[src/rtl/indirect_mem_sequencer.sv]
// MEM-stage access sequencer for the LC-3b: direct and indirect (pointer-then-data)
// loads/stores with word or byte granularity and a per-phase response timeout.
module indirect_mem_sequencer #(
  parameter int unsigned WIDTH    = 16,
  parameter int unsigned MAX_WAIT = 255
) (
  input  logic               clk,
  input  logic               rst,
  input  logic               start,
  input  logic [1:0]         op,
  input  logic               byte_en,
  input  logic [WIDTH-1:0]   addr,
  input  logic [WIDTH-1:0]   wdata,
  output logic               busy,
  output logic               done,
  output logic               err,
  output logic [WIDTH-1:0]   rdata_out,
  output logic               mem_read,
  output logic               mem_write,
  output logic [WIDTH-1:0]   mem_address,
  output logic [WIDTH-1:0]   mem_wdata,
  output logic [WIDTH/8-1:0] mem_byte_enable,
  input  logic               mem_resp,
  input  logic [WIDTH-1:0]   mem_rdata
);

  localparam int unsigned LANES = WIDTH / 8;
  localparam int unsigned LB    = $clog2(LANES);
  localparam int unsigned CW    = $clog2(MAX_WAIT + 1);

  typedef enum logic [1:0] {IDLE, PTR_RD, FINAL, DONE} state_e;

  state_e           state_q, state_d;
  logic [1:0]       op_q, op_d;
  logic             byte_q, byte_d;
  logic [WIDTH-1:0] addr_q, addr_d;
  logic [WIDTH-1:0] wdata_q, wdata_d;
  logic [WIDTH-1:0] rdata_q, rdata_d;
  logic [CW-1:0]    wait_q, wait_d;
  logic             err_q, err_d;

  logic [WIDTH-1:0] aligned_addr;
  logic [LANES-1:0] lane_mask;
  logic [7:0]       lane_byte;
  logic [WIDTH-1:0] wdata_rep;
  logic             timeout;

  // Lane decode: one-hot enable, read-lane extraction and store-byte replication.
  always_comb begin
    aligned_addr = {addr_q[WIDTH-1:LB], {LB{1'b0}}};
    lane_mask    = '0;
    lane_byte    = '0;
    wdata_rep    = '0;
    for (int unsigned i = 0; i < LANES; i++) begin
      wdata_rep[i*8 +: 8] = wdata_q[7:0];
      if (addr_q[LB-1:0] == LB'(i)) begin
        lane_mask[i] = 1'b1;
        lane_byte    = mem_rdata[i*8 +: 8];
      end
    end
  end

  assign timeout = (wait_q == CW'(MAX_WAIT - 1));

  always_comb begin
    state_d         = state_q;
    op_d            = op_q;
    byte_d          = byte_q;
    addr_d          = addr_q;
    wdata_d         = wdata_q;
    rdata_d         = rdata_q;
    wait_d          = wait_q;
    err_d           = err_q;
    busy            = 1'b0;
    done            = 1'b0;
    mem_read        = 1'b0;
    mem_write       = 1'b0;
    mem_address     = aligned_addr;
    mem_wdata       = wdata_q;
    mem_byte_enable = '1;

    case (state_q)
      IDLE: begin
        busy = start;
        if (start) begin
          op_d    = op;
          byte_d  = byte_en;
          addr_d  = addr;
          wdata_d = wdata;
          wait_d  = '0;
          err_d   = 1'b0;
          state_d = op[1] ? PTR_RD : FINAL;
        end
      end
      PTR_RD: begin
        busy     = 1'b1;
        mem_read = 1'b1;
        if (mem_resp) begin
          addr_d  = mem_rdata;
          wait_d  = '0;
          state_d = FINAL;
        end else if (timeout) begin
          err_d   = 1'b1;
          state_d = DONE;
        end else begin
          wait_d = wait_q + CW'(1);
        end
      end
      FINAL: begin
        busy      = 1'b1;
        mem_read  = !op_q[0];
        mem_write = op_q[0];
        if (byte_q) begin
          mem_address     = addr_q;
          mem_byte_enable = lane_mask;
          mem_wdata       = wdata_rep;
        end
        if (mem_resp) begin
          if (!op_q[0]) rdata_d = byte_q ? WIDTH'(lane_byte) : mem_rdata;
          state_d = DONE;
        end else if (timeout) begin
          err_d   = 1'b1;
          state_d = DONE;
        end else begin
          wait_d = wait_q + CW'(1);
        end
      end
      DONE: begin
        done    = 1'b1;
        state_d = IDLE;
      end
      default: state_d = IDLE;
    endcase
  end

  always_ff @(posedge clk) begin
    if (rst) begin
      state_q <= IDLE;
      op_q    <= '0;
      byte_q  <= 1'b0;
      addr_q  <= '0;
      wdata_q <= '0;
      rdata_q <= '0;
      wait_q  <= '0;
      err_q   <= 1'b0;
    end else begin
      state_q <= state_d;
      op_q    <= op_d;
      byte_q  <= byte_d;
      addr_q  <= addr_d;
      wdata_q <= wdata_d;
      rdata_q <= rdata_d;
      wait_q  <= wait_d;
      err_q   <= err_d;
    end
  end

  assign rdata_out = rdata_q;
  assign err       = err_q;

endmodule

[config.mk]
export PLATFORM = sky130hd
export DESIGN_NAME = indirect_mem_sequencer
export DESIGN_NICKNAME = d
export VERILOG_FILES = /design/src/rtl/indirect_mem_sequencer.sv
export SDC_FILE = /design/constraint.sdc
export NUM_CORES = 1
export LEC_CHECK = 0
export CORE_ASPECT_RATIO = 1.1
export CORE_MARGIN = 5
export CORE_UTILIZATION = 45
export DETAILED_ROUTE_END_ITERATION = 10
export PLACE_DENSITY_LB_ADDON = 0.2
export SYNTH_ARGS = -nofsm -noshare
export SYNTH_HDL_FRONTEND = slang
export SYNTH_SLANG_ARGS = --single-unit
export TNS_END_PERCENT = 100
[constraint.sdc]
create_clock -name clk -period 2.5 [get_ports clk]
set_input_delay 0.375 -clock clk [delete_from_list [all_inputs] [get_ports clk]]
set_output_delay 0.375 -clock clk [all_outputs]
set_load 0.03 [all_outputs]
* After elaboration in Yosys (flattened, before gate mapping)
Index checks and enable logic that the tools add are counted.
Word-level totals: memories kept 0, output and inout port bits 55, memory bits (writable) 0, memory bits (read-only) 0, latch bits 0, word-level logic and storage cells 62, bits in registers 61
Cells by class: reduce and logical (&&, ||, !) cells 11, eq/ne operators 9, magnitude comparators 0, div/mod/pow operators 0, $add $sub $neg 1, bitwise operators 1, mux-type cells 32, shift-type cells 0, multipliers 0
Operator list (count):
- two-way mux 16 bit | 5
- two-way mux 8 bit | 5
- one-hot mux 16 bit (2 select lines) | 1
- one-hot mux 8 bit (3 select lines) | 1
- two-way mux 2 bit | 7
- two-way mux 1 bit | 9
- AND reduction 3 bit | 3
- adder 8 x 1 -> 8 bit (second input constant) | 1
- equality test 8 bit (second input constant) | 1
- inequality test 2 bit (second input constant) | 4
- one-hot mux 2 bit (4 select lines) | 1
- one-hot mux 1 bit (2 select lines) | 3
- equality test 2 bit (second input constant) | 2
- AND reduction 4 bit | 1
- nonzero test 2 bit | 2
- nonzero test 3 bit | 1
- equality test 2 x 1 -> 1 bit (second input constant) | 1
- logical NOT 2 bit | 1
- inequality test 2 x 1 -> 1 bit (second input constant) | 1
- AND reduction 2 bit | 1
- OR reduction 2 bit | 1
- logical NOT 1 bit | 1
- NOT 1 bit | 1

* Logic depth before layout (Yosys ltp)
word-level depth 4, mapped depth 9, mapped depth without buffers 6

* Worst setup path after synthesis
Ideal clock, no wire load.
kind flip-flop to output port, start register state_q[0], end output busy, setup slack 396 ps, stages on the path, launching flop included 9, buffers on the path 3, arrival 1729 ps, path through dfxtp_1 > inv_1 > ha_1 > buf_6 > and2_1 > buf_2 > buf_1 > nor2_1 > nor2_1
Between the ends: word-level cells in the longest chain between the ends 3
RTL lines:
- start: declaration | line 33 | state_e state_q, state_d;
- start signal: assignment | line 147 | state_q <= state_d;
- equality test 2 bit / equality test 2 x 1 -> 1 bit (equally long branches) | line 82 | case (state_q)
- OR reduction 2 bit (no source line)
- one-hot mux 1 bit (2 select lines) (*) | line 82
- end: declaration | line 14 | output logic busy,
Mark *: on every way between the ends. The rest lies on a longest branch, timed or not.

* Worst setup path in the final report
start register state_q[0], end output mem_write
Between the ends: word-level cells in the longest chain between the ends 2
RTL lines:
- equality test 2 bit | line 82
- two-way mux 1 bit | line 82
- end: declaration | line 19 | output logic mem_write,
Every way passes these cells.

==> results.cfg <==
[die]
die_x_um = 88.37
die_y_um = 96.21
core-area_sq_um = 6594
rows = 31
num_io_pins = 110
die_area_sq_um = 8502
start_util_pct = 46.11

[min_path]
min-delay-start = rdata_out[8]
hp-class = reg -> reg
hold-path-cell-count = 2
min_to = rdata_out[8]

[power_and_ir_drop]
p_per_area_nw_per_um2 = 909.5
power.switching_w = 0.001501
p_sw_share_pct = 39.39
pwr-share-comb_pct = 45.2
p_leak_nw = 1.571
power.share.clock_pct = 21.8
p_int_w = 0.002309
ir_drop_mv = 0.5254
seqPwrFrac_pct = 33.1
finalPower_w = 0.003810

[drt]
vias = 2837
drc = 0
routed_wl_um = 8213
post_drt_via_cell_ratio = 5.363
ant_nets = 0
first_pass_iters = 6
routedWlPerCell_um = 15.53
drt_iter0_drc = 138

[critical_path]
worst_r2r_path_depth = 6
crit_fanout = 8
endpoint_kind = output port
crit_arrival_ps = 2020
cp.required_ps = 2120
r2r_start = state_q[0]
r2r_end = wait_q[4]
start_kind = flip-flop
reg2reg_setup_slack_ps = 380
path_class = reg -> out

[clock_tree]
cts_tree = done
clk_path_buf_depth = 2
ctsRootBufferMaster = clkbuf_8
clk_pin_slew_ps = 70
htree_levels = 3
numCtsBuffers = 9
clock-sinks = 61
clock_latency_ps = 340

[placed_design]
placed_area_sq_um = 4016
dpl.cell_count = 514
io_buffers = 109
gp_congestion = 0.8515
post-dp-hpwl_um = 6007

[global_routing]
grt_pass1_vias = 2739
grt_use_total_pct = 19.78
grt_max_degree = 36
grt_pass1_wl_um = 12990
antenna_found_initial = 0
grt-ovfl-total = 0

[synthesis]
yosys_warnings = 0
synth_edf_count = 0
async_reset_ff_share_pct = 0
ys_seq_elements = 61
syn_inst = 360
synth_flop_cell = dfxtp_1
syn_area_sq_um = 3040
synth_cell_types = 40
syn_avg_cell_area_sq_um = 8.446
syn_nets = 422
yosysSeqAreaShare_pct = 40.16

[timing]
fin_crit_sh_pct = 95.81
rsz0062_at_grt = no
layout_min_cycle_time_ps = 2395
fmax_mhz = 417.5
slew_viol_final = 0
setup_viol = 0
tns_ps = 0
worstMarginPinSlew_ps = 681.3
clock_skew_ps = 7.918
hold_violations = 0
slew_headroom_pct = 54.58

[cells_and_area]
fin_util_pct = 63.53
syn_to_final_growth_pct = 37.78
final_area_sq_um = 4189
final_layout_size_suffix_gt1_share_pct = 9.172
n_antenna_cell = 0
fin_cells = 529
num-nets-final = 505

[outcome]
status = finished clean

[run]
cap_violations = 0
-- cells by family after synthesis --
family	Yosys count	synth area share (%)
AO/OA/AOI/OAI	79	17.94
adder cells (fa/ha/maj)	7	2.881
buffers and inverters	55	10.49
flip-flops	61	40.16
multiplexers	25	8.560
AND/OR/NAND/NOR	133	19.96
-- area by class of cell --
type,count,area (sq um)
inverter,8,30.03
fill,580,2405
multi-input combinational,244,1509
timing repair buffer,119,1146
sequential,61,1221
clock buffer,10,127.6
tap,82,102.6
clock inverter,5,52.55
-- registers in the layout, indices dropped and copies added (netlist names) --
| signal | cells |
|---|---|
| addr_q | 16 |
| rdata_out | 16 |
| wdata_q | 16 |
| wait_q | 8 |
| state_q | 2 |
| byte_q | 1 |
| err | 1 |
| op_q | 1 |
-- worst max-delay path: stages, from the launching register on --
cell             delay, ps
dfxtp_1                390
inv_1                  110
ha_1                   240
buf_4                  170
and2_1                 150
clkdlybuf4s50_1        610
-- cells in the final DEF, fill, tap and decap left out, types with 2 or more instances in the layout --
cell type	Yosys	routed
clkdlybuf4s50_1	0	95
nand2_1	62	61
dfxtp_1	61	61
nor2_1	31	31
a21oi_1	31	31
a211oi_1	21	21
mux2i_1	17	17
buf_4	23	12
nand3b_1	10	10
nand3_1	10	10
dlygate4sd2_1	0	10
clkbuf_8	0	9
inv_1	8	8
mux2_2	8	8
a311oi_1	8	8
ha_1	7	7
nor3_1	4	4
and2_1	3	3
and3_1	3	3
nand4_1	3	3
o21ai_0	3	3
a41oi_1	3	3
clkinv_2	0	3
o21a_1	2	2
o311ai_0	2	2
a21o_1	2	2
-- timing repair --
item                       CTS  global route
hold buffers                 0             0
gates resized for setup     11             1
setup endpoints to repair   10             1
buffers inserted             0             0
-- synthesized netlist by cell type (8+ instances only) --
cell      count  area (sq um)
nand2_1      62         232.7
a311oi_1      8         70.07
a211oi_1     21         157.7
mux2i_1      17         170.2
dfxtp_1      61          1221
clkbuf_1     12         45.04
nand3b_1     10         75.07
mux2_2        8         90.09
a21oi_1      31         155.2
buf_4        23         172.7
inv_1         8         30.03
buf_2         9         45.04
nand3_1      10         50.05
nor2_1       31         116.4
-- worst max-delay path by stage --
stage | startpoint | to | cells after the start
6_report | state_q[0] | mem_write | 5
3_5_place_dp | state_q[0] | mem_wdata[12] | 5
3_3_place_gp | state_q[0] | mem_wdata[8] | 5
5_1_grt | state_q[0] | mem_write | 5
4_1_cts | state_q[0] | mem_address[0] | 5
2_1_floorplan | state_q[0] | busy | 8
-- routing by layer --
| layer | GRT usage (%) | up-vias | share of wire [%] |
|---|---|---|---|
| met1 | 24.32 | 1306 | 42 |
| met2 | 30.42 | 111 | 46 |
| li1 | - | 1406 | - |
| met4 | 8.690 | 0 | 1.7 |
| met3 | 7.877 | 14 | 9.7 |
| met5 | 0 | - | 0 |
-- power by group through the flow --
stage	clock network (W)	registers, W	logic, W
after floorplan	0	0.00131	0.00126
after global placement	0	0.00127	0.00171
after detailed placement	0	0.00128	0.00174
after CTS	0.000855	0.00126	0.00173
after global routing	0.000899	0.00128	0.00186
final	0.000829	0.00126	0.00172
-- per-stage QoR --
step,setup WS [ps],hold slack (ps)
floorplan,396.4,432.9
global placement,190.1,439.1
detailed placement,111.7,443.9
CTS,12.59,459.3
global route,17.59,481.4
finish,104.7,455.4
Power figures use the tool's default switching activity.
